`src/rtl/fifo_pkg.sv`:
```
// Shared Gray/binary pointer helpers for the async FIFO write- and read-side stages.
// Callers zero-extend narrower pointers to PTR_MAX_W and truncate the result back.
package fifo_pkg;

  localparam int PTR_MAX_W = 32;

  function automatic logic [PTR_MAX_W-1:0] bin2gray(input logic [PTR_MAX_W-1:0] bin);
    return bin ^ (bin >> 1);
  endfunction

  // Leading zeros from zero-extension leave the prefix XOR unchanged.
  function automatic logic [PTR_MAX_W-1:0] gray2bin(input logic [PTR_MAX_W-1:0] gray);
    logic [PTR_MAX_W-1:0] bin;
    bin[PTR_MAX_W-1] = gray[PTR_MAX_W-1];
    for (int i = PTR_MAX_W - 2; i >= 0; i--) begin
      bin[i] = bin[i+1] ^ gray[i];
    end
    return bin;
  endfunction

endpackage

```
`src/rtl/fifo_wptr_full.sv`:
```
// Write-domain pointer/status stage of the async FIFO: write pointer, Gray pointer for
// the read-side synchronizers, and registered full / almost-full / level / overflow.
module fifo_wptr_full
  import fifo_pkg::*;
#(
  parameter int ADDR_W       = 4,
  parameter int AFULL_THRESH = 12
) (
  input  logic              clk,
  input  logic              rst_n,
  input  logic              i_wr_en,
  input  logic [ADDR_W:0]   i_rptr_gray_sync,
  input  logic              i_clr_overflow,
  output logic              o_mem_we,
  output logic [ADDR_W-1:0] o_wr_addr,
  output logic [ADDR_W:0]   o_wptr_gray,
  output logic              o_full,
  output logic              o_afull,
  output logic [ADDR_W:0]   o_wr_level,
  output logic              o_overflow
);

  localparam int PW = ADDR_W + 1;

  logic [PW-1:0] wbin_reg;
  logic [PW-1:0] wbin_next;
  logic [PW-1:0] wgray_reg;
  logic [PW-1:0] wgray_next;
  logic [PW-1:0] rbin;
  logic [PW-1:0] full_gray;
  logic [PW-1:0] level_reg;
  logic [PW-1:0] level_next;
  logic          full_reg;
  logic          full_next;
  logic          afull_reg;
  logic          afull_next;
  logic          overflow_reg;
  logic          overflow_next;

  assign o_mem_we = i_wr_en & ~full_reg;

  // Write pointer advance and read-pointer observation are folded into one next state,
  // so a simultaneous write and read-side free both land on the same edge.
  always_comb begin
    wbin_next  = wbin_reg + PW'(o_mem_we);
    wgray_next = PW'(bin2gray(PTR_MAX_W'(wbin_next)));
    rbin       = PW'(gray2bin(PTR_MAX_W'(i_rptr_gray_sync)));
    // Full when the write pointer is exactly one lap ahead: top two Gray bits inverted.
    full_gray  = {~i_rptr_gray_sync[PW-1:PW-2], i_rptr_gray_sync[PW-3:0]};
    full_next  = (wgray_next == full_gray);
    level_next = wbin_next - rbin;
    afull_next = (level_next >= PW'(AFULL_THRESH));
  end

  // A write attempted while full takes priority over a same-cycle clear.
  always_comb begin
    overflow_next = overflow_reg;
    if (i_wr_en && full_reg) begin
      overflow_next = 1'b1;
    end else if (i_clr_overflow) begin
      overflow_next = 1'b0;
    end
  end

  always_ff @(posedge clk or negedge rst_n) begin
    if (!rst_n) begin
      wbin_reg     <= '0;
      wgray_reg    <= '0;
      full_reg     <= 1'b0;
      afull_reg    <= 1'b0;
      level_reg    <= '0;
      overflow_reg <= 1'b0;
    end else begin
      wbin_reg     <= wbin_next;
      wgray_reg    <= wgray_next;
      full_reg     <= full_next;
      afull_reg    <= afull_next;
      level_reg    <= level_next;
      overflow_reg <= overflow_next;
    end
  end

  // The Gray pointer leaves straight from a flop so the crossing sees glitch-free bits.
  assign o_wr_addr   = wbin_reg[ADDR_W-1:0];
  assign o_wptr_gray = wgray_reg;
  assign o_full      = full_reg;
  assign o_afull     = afull_reg;
  assign o_wr_level  = level_reg;
  assign o_overflow  = overflow_reg;

endmodule

```
`config.mk`:
```
export PLATFORM = sky130hd
export DESIGN_NAME = fifo_wptr_full
export DESIGN_NICKNAME = d
export VERILOG_FILES = /design/src/rtl/fifo_pkg.sv /design/src/rtl/fifo_wptr_full.sv
export SDC_FILE = /design/constraint.sdc
export NUM_CORES = 1
export LEC_CHECK = 0
export ABC_AREA = 1
export BUFFER_PORTS_ARGS = -buffer_cell sky130_fd_sc_hd__buf_4
export CORE_UTILIZATION = 40
export DETAILED_ROUTE_END_ITERATION = 6
export GPL_ROUTABILITY_DRIVEN = 0
export PLACE_DENSITY_LB_ADDON = 0.2
export SYNTH_ARGS = -nofsm -noshare
export SYNTH_HDL_FRONTEND = slang
export SYNTH_SLANG_ARGS = --single-unit
```
`constraint.sdc`:
```
create_clock -name clk -period 4 [get_ports clk]
set_input_delay 1 -clock clk [delete_from_list [all_inputs] [get_ports clk]]
set_output_delay 1 -clock clk [all_outputs]
set_load 0.05 [all_outputs]
```
Yosys cells after proc, flatten, opt, wreduce, memory -nomap -nowiden. Cells that the tools add are included.

Magnitude comparators: 1. Add/sub/neg operators: 2. Bitwise logic cells: 8. Reductions and logical operators: 2. Muxes and demuxes: 2. Eq/ne operators: 1.

Operators with widths (number): adder 5 x 1 -> 5 bit (1); equality test 5 bit (1); greater-or-equal comparator 5 x 4 -> 1 bit (second input constant) (1); subtractor 5 bit (1); bitwise XOR 5 x 4 -> 5 bit (1); bitwise XOR 1 bit (4); two-way mux 1 bit (2); NOT 2 bit (1); nonzero test 2 bit (1); AND 1 bit (1); logical AND 1 bit (1); NOT 1 bit (1).

Word-level logic and storage cells: 22. Output and inout bits: 18. Register bits after elaboration: 18.

Longest topological paths before layout. Gate-level depths: netlist of the first run.

Depth in word-level cells: 6. Depth in mapped cells: 14. Mapped depth without buffers: 14.

Worst setup path before layout of the first run. No wires, ideal clock.

Kind: input port to flip-flop. Start point: input i_wr_en. End point: register afull_reg, in the netlist o_afull. Slack: 0.486 ns. Stages on the path: 13. Arrival: 3.389 ns. Setup time: 0.124 ns. Path through: inv_1 > nor2_1 > ha_1 > ha_1 > nand2_1 > nand2_1 > inv_1 > ha_1 > a21oi_1 > o21ai_0 > xor2_1 > nand2_1 > nand3_1.

Longest elaborated chain between the ends: 4.

Ends and longest elaborated chain: start, declared (RTL line fifo_wptr_full.sv:11) `input logic i_wr_en,`; AND 1 bit (RTL line fifo_wptr_full.sv:40) `assign o_mem_we = i_wr_en & ~full_reg;`; via o_mem_we (RTL line fifo_wptr_full.sv:14) `output logic o_mem_we,`; adder 5 x 1 -> 5 bit (RTL line fifo_wptr_full.sv:45) `wbin_next = wbin_reg + PW'(o_mem_we);`; via wbin_next[2] (RTL line fifo_wptr_full.sv:26) `logic [PW-1:0] wbin_next;`; subtractor 5 bit (RTL line fifo_wptr_full.sv:51) `level_next = wbin_next - rbin;`; via level_next[3] (RTL line fifo_wptr_full.sv:32) `logic [PW-1:0] level_next;`; greater-or-equal comparator 5 x 4 -> 1 bit (RTL line fifo_wptr_full.sv:52) `afull_next = (level_next >= PW'(AFULL_THRESH));`; via afull_next (RTL line fifo_wptr_full.sv:36) `logic afull_next;`; end signal, assigned (RTL line fifo_wptr_full.sv:77) `afull_reg <= afull_next;`; end, declared (RTL line fifo_wptr_full.sv:35) `logic afull_reg;`.

The timed path passes the listed nets, and every way through them passes these cells. A chain may end at the register's enable or synchronous reset.

Worst setup path in the final report of the first run.
Start point: input i_wr_en. End point: register afull_reg, in the netlist o_afull.

Longest elaborated chain between the ends: 4.

Ends and longest elaborated chain (RTL line): AND 1 bit (fifo_wptr_full.sv:40); adder 5 x 1 -> 5 bit (fifo_wptr_full.sv:45); via wbin_next[2] (fifo_wptr_full.sv:26); subtractor 5 bit (fifo_wptr_full.sv:51); greater-or-equal comparator 5 x 4 -> 1 bit (fifo_wptr_full.sv:52); via afull_next (fifo_wptr_full.sv:36).

The timed path passes the listed nets, and every way through them passes these cells.

==> results of run 1 <==
-- critical path: stages --
cell and delay [ns]:
buf_4 0.08, inv_1 0.03, nor2_1 0.12, ha_1 0.25
ha_1 0.27, nand2_1 0.11, nand2_1 0.14, inv_1 0.09
ha_1 0.35, nand2_1 0.08, nor2_1 0.04, a211oi_1 0.24
or2_1 0.17, nand3_1 0.06
-- area by class of cell --
| class | instances | area (sq um) |
|---|---|---|
| fill | 229 | 1020 |
| multi-input combinational | 82 | 457 |
| sequential | 17 | 425 |
| timing repair buffer | 26 | 195 |
| inverter | 19 | 71.3 |
| tap | 28 | 35.0 |
| clock buffer | 3 | 22.5 |
| clock inverter | 1 | 5.00 |
-- how the worst min path moves through the flow --
stage                                   to  slack (ns)
detailed placement  o_overflow$_DFFE_PN0P_        0.53
CTS                  wbin_reg[2]$_DFF_PN0_        0.54
floorplan                o_afull$_DFF_PN0_        0.70
finish              o_overflow$_DFFE_PN0P_        0.54
global placement    o_overflow$_DFFE_PN0P_        0.51
global route        o_overflow$_DFFE_PN0P_        0.55
-- stage by stage --
step | util | instance area [sq um]
after global placement | 0.530 | 1180
after CTS | 0.542 | 1210
after floorplan | - | 965
after detailed placement | 0.530 | 1180
final | 0.542 | 1210
after global routing | 0.542 | 1210
-- per-layer routing --
layer  track usage  part of all wire  up-vias
li1              -                 -      431
met1         0.194              0.45      372
met2         0.287              0.46       30
met3        0.0179             0.054        6
met5             0                 0        -
met4         0.111             0.030        0
-- logic make-up after synthesis --
family	share of synthesized area
AOI/OAI and AO/OA	0.0233
xor gates and xnor gates	0.0610
adders and majority gates	0.0986
buffers and inverters	0.0856
DFF	0.441
and+or+nand+nor	0.291
-- layout by cell type (no fill, tap or decap), types with 2 or more instances in the layout --
master / count
nand4_1: 4
o21ai_0: 2
or2_1: 2
clkbuf_4: 3
nand3_1: 14
buf_4: 26
ha_1: 6
nand2_1: 42
dfrtp_1: 17
xor2_1: 2
inv_1: 19
nor2_1: 4
==> impl_results.md, run 1 <==
* Worst rel slew slack at 0.805
* Post-synth EDFFs at 0
* GR Util All Layers at 0.167
* Setup tns final at 0 ns
* Clock root cell: clkbuf_4
* Final Skew at 0.00249 ns
* Syn_area_per_cell at 8.11 sq um
* Leading area contributor after synthesis: dfrtp_1
* Post-synth ARST share at 1.00
* Worst R2R Setup Slack at about 1.5 ns
* Chip height at 51.1 microns
* Vias in the first global route at roughly 760
* Worst setup EP type: flop
* Slew Limit Fails at 0
* Most frequent cell after synthesis: nand2_1
* Core area at approximately 2200 sq um
* Mapped Nets at 135
* Post-DP HPWL at roughly 1.5 mm
* Endpoints failing setup at 0
* CTS Hold Bufs at 0
* Congestion Overflow GR at 0
* Clock Path Buffers at 2
* Worst R2R Path Depth at 12
* Chip width at between 50 and 60 microns
* Vias/cell at approximately 4.8
* Synthesized area at between 900 and 1000 sq um
* Resized cells post-CTS at 0
* Io pins at 27
* DRT iter0 DRCs at 23
* Top_reg_cell synth: dfrtp_1
* Status: finished clean
* First-pass GRT wire length at roughly 3 mm
* DRC at 0
* Seq/Total Area, Yosys at 0.441
* Ant. Diodes at 0
* Fmax at ~350 MHz
* Final hold slack at between 0.5 and 0.6 ns
* Type of the tightest min-delay check: input pin to async pin
* RSZ-0062 raised after global routing: no
* Net count, final at about 170
* Reg2reg end: o_afull$_DFF_PN0_
* Cts bufs inserted at 3
* TritonCTS clock tree: yes
* WL/cell at about 10 microns
* ANT nets after route at 0
* Final Hold Fails at 0
* Worst Path Required at around 4.2 ns
* Critical path arrival at slightly above 3 ns
* Worst-Skew Late Latency at roughly 0.30 ns
* Min Tclk post-route at between 2 and 3 ns
* Post-Syn Instances at 119
* Area growth from synthesis to layout at 25.6%
* RR Startpoint: o_full$_DFF_PN0_
* Ys Warns at 0
* Slew @ Worst Pin at around 0.29 ns
* Pre-Repair DR Iteration Count at 6
* Share of cells above drive strength 1 at 0.216
* Worst setup endpoint: o_afull$_DFF_PN0_
* Largest net degree at the start of global routing at 18
* Clock sink count at 17
* Pre-CTS setup slack at around 0.84 ns
* Startpoint type of the worst setup path: input pin
* Synth cell count leaders: 42 x nand2_1, 19 x inv_1, 17 x dfrtp_1
* Post-CTS setup repair buffer count at 0
* Setup ws final at around 1.2 ns
* Critical path startpoint: i_wr_en
* Starting Density at 0.432
* Maxcap violations at 0
* Non-Filler Instances at roughly 180
* # H-tree levels at 1
* Synth top area cells: dfrtp_1 44%, nand2_1 16%, ha_1 7.8%
* Clock transition at path regs at ~0.1 ns
* Drt total wl at 1.83 mm
* Yosys top cell area share at 0.441
* Vias at approximately 840
* Inst Count DP at 172
* Total die area at about 2600 sq um
* Row count at 17
* Fin crit share at 0.709
* Crit Path Category: input pin to flop
* Initial antenna violation count at 0
* Synth cell types at 17
* Port Buffers at 26
* Crit path max fanout at 5
* #FFs+latches synth at 17
Power of run 1 is left out: the tool's default activity adds up to more than one toggle a clock period on the data nets, which glitch-free logic cannot reach.
==> run 2, diff against run 1 <==
--- a/config.mk
+++ b/config.mk
@@ -5,7 +5,7 @@
 export SDC_FILE = /design/constraint.sdc
 export NUM_CORES = 1
 export LEC_CHECK = 0
-export ABC_AREA = 1
+export ABC_AREA = 0
 export BUFFER_PORTS_ARGS = -buffer_cell sky130_fd_sc_hd__buf_4
 export CORE_UTILIZATION = 40
 export DETAILED_ROUTE_END_ITERATION = 6
==> constraint.sdc (replaced) <==
create_clock -name clk -period 2.4 [get_ports clk]
set_input_delay 0.6 -clock clk [delete_from_list [all_inputs] [get_ports clk]]
set_output_delay 0.6 -clock clk [all_outputs]
set_load 0.05 [all_outputs]
==> impl_results.md, run 2 <==
* Status: complete, but fails checks
* Violations in the final reports: setup timing
* Final Skew at about 0.0022 ns
* Fin crit share at 1.10
* Crit path max fanout at 3
* Synth cell types at 29
* Largest net degree at the start of global routing at 18
* Total die area at 2560 sq um
* Seq/Total Area, Yosys at 0.450
* Post-synth EDFFs at 0
* Worst setup EP type: flop
* Worst R2R Setup Slack at 0.01 ns
* Vias at 777
* Critical path buffers and inverters at 1
* Starting Density at 0.428
* RR Startpoint: o_full$_DFF_PN0_
* Share of cells above drive strength 1 at 0.511
* Core area at roughly 2200 sq um
* Top delay family on crit path: simple AND/OR/NAND/NOR gates
* Yosys top cell area share at 0.450
* Area growth from synthesis to layout at 54.1%
* Most frequent cells in the layout: 46 x buf_4, 16 x dfrtp_1, 12 x xnor2_1
* Chip width at between 50 and 60 microns
* First-pass GRT wire length at roughly 3.5 mm
* Io pins at 27
* Critical-path cell list: buf_8 > xnor2_4 > xor2_2 > xor2_1 > xnor2_1 > ha_2 > fa_2 > nor2b_1 > o21ai_1 > and3_1 > or4b_1
* Finished Core Util at 0.659
* Synth top area cells: dfrtp_1 45%, xnor2_1 11%, ha_1 7.9%
* Synth cell count leaders: 17 x dfrtp_1, 12 x xnor2_1, 9 x inv_1
* Critical path startpoint: i_rptr_gray_sync[4]
* Mapped Nets at 96
* Row count at 17
* #FFs+latches synth at 17
* Chip height at a little over 50 microns
* Congestion Overflow GR at 0
* Reg2reg end: o_afull$_DFF_PN0_
* CTS Hold Bufs at 0
* Ant. Diodes at 0
* TritonCTS clock tree: yes
* Endpoints failing setup at 2
* ANT nets after route at 0
* Net count, final at 148
* Commonest non-fill, non-tap cell in the layout: buf_4
* Multiplexer share of the synthesized area at 0.0106
* Setup ws final at -0.238 ns
* Synthesized area at 946 sq um
* Largest family of logic cells by synthesized area: XOR/XNOR gates
* Fmax at 379 MHz
* Pre-Repair DR Iteration Count at 4
* Ys Warns at 0
* Type of the tightest min-delay check: input pin to async pin
* Clock root cell: clkbuf_4
* Clock Path Buffers at 2
* Critical Path Stages at 11
* Final Hold Fails at 0
* Worst-Skew Late Latency at 0.30 ns
* Top_reg_cell synth: dfrtp_1
* Critical-path top delay cell: or4b_1
* Clock transition at path regs at roughly 0.1 ns
* Max stage delay on crit path at between 0.4 and 0.5 ns
* Vias in the first global route at 823
* Simple-gate share of the synthesized area at 0.0966
* Worst rel slew slack at 0.764
* Slew @ Worst Pin at ~0.35 ns
* Vias/cell at 4.89
* Clock sink count at 17
* Worst setup endpoint: o_afull$_DFF_PN0_
* Post-synthesis adder-cell area fraction at 0.101
* Cts bufs inserted at 3
* Syn_area_per_cell at ~12 sq um
* GR Util All Layers at 0.191
* Drt total wl at just over 2 mm
* Most frequent cell after synthesis: dfrtp_1
* Startpoint type of the worst setup path: input pin
* Worst R2R Path Depth at 10
* Leading area contributor after synthesis: dfrtp_1
* RSZ-0062 raised after global routing: yes
* Port Buffers at 26
* Min Tclk post-route at 2.64 ns
* Critical path arrival at approximately 2.8 ns
* Post-Syn Instances at 80
* Slew Limit Fails at 0
* Crit Path Category: input pin to flop
* Xor/xnor share of the synthesized area at 0.218
* # H-tree levels at 1
* Initial antenna violation count at 0
* Compound-Gate Fraction of Synth Area at 0.0833
* Post-synth ARST share at 1.00
* Post-DP HPWL at roughly 1.6 mm
* Maxcap violations at 0
* Worst Path Required at 2.58 ns
* WL/cell at approximately 13 microns
* Fillers at about 180
* DRC at 0
* DRT iter0 DRCs at 8
run 2: cell count changes after synthesis, moves of 2 or more:
cell,change
nand2_1,-41
nand3_1,-11
xnor2_1,+11
inv_1,-10
nor2_1,-4
xor2_1,+4
nand4_1,-3
nor2b_1,+2
or2_1,-2
run 2: final cells by class:
cell class                 count  area (sq um)  share of cell area
multi-input combinational     53           564               0.387
sequential                    17           427               0.293
tap                           28          35.0              0.0240
inverter                       9          33.8              0.0232
timing repair buffer          48           372               0.255
clock buffer                   4          26.3              0.0180
run 2: worst min path at each step:
stage | start | endpoint | slack (ns) | cells past startpoint
after CTS | rst_n | wbin_reg[0]$_DFF_PN0_ | 0.14 | 1
final | rst_n | o_wptr_gray[2]$_DFF_PN0_ | 0.14 | 1
after floorplan | rst_n | o_afull$_DFF_PN0_ | 0.30 | 0
after global routing | rst_n | o_wptr_gray[2]$_DFF_PN0_ | 0.16 | 1
after detailed placement | rst_n | o_wptr_gray[2]$_DFF_PN0_ | 0.48 | 1
after global placement | rst_n | o_wptr_gray[2]$_DFF_PN0_ | 0.48 | 1
run 2: layer usage:
layer	vias to the layer above	part of all wire	global-route usage
met5	-	0	0
met3	6	0.043	0.0424
met1	382	0.39	0.197
met2	21	0.55	0.340
met4	0	0.023	0.130
li1	368	-	-
run 2: metrics by stage:
stage / instances / area [sq um] / hold WS, ns / TNS, ns / setup WS, ns
floorplan: 80 / 1030 / 0.304 / -0.709 / -0.449
global placement: 150 / 1380 / 0.478 / -1.15 / -0.612
detailed placement: 150 / 1380 / 0.482 / -1.40 / -0.684
CTS: 158 / 1450 / 0.144 / -0.316 / -0.222
global route: 159 / 1460 / 0.155 / -0.560 / -0.346
finish: 159 / 1460 / 0.145 / -0.353 / -0.238
run 2: repair_timing:
item	CTS	global route
resized for setup	4	0
buffers inserted	4	1
pin swaps	7	2
setup endpoints to repair	2	2
run 2: logic make-up after synthesis:
| group | Yosys count |
|---|---|
| xor+xnor | 21 |
| flops | 17 |
| simple gates | 14 |
| compound gates | 10 |
| buf+inv | 10 |
| fa+ha+maj | 7 |
| mux | 1 |
run 2: worst register-to-register path, cell delays in order, from the launching register on:
cell	delay, ns
dfrtp_2	0.45
nor2b_4	0.14
ha_4	0.15
buf_4	0.12
nand3_1	0.11
xnor2_1	0.25
ha_1	0.32
inv_1	0.12
nor4_1	0.06
a31oi_1	0.12
or4b_1	0.43
Power of run 2 is left out for the same reason.
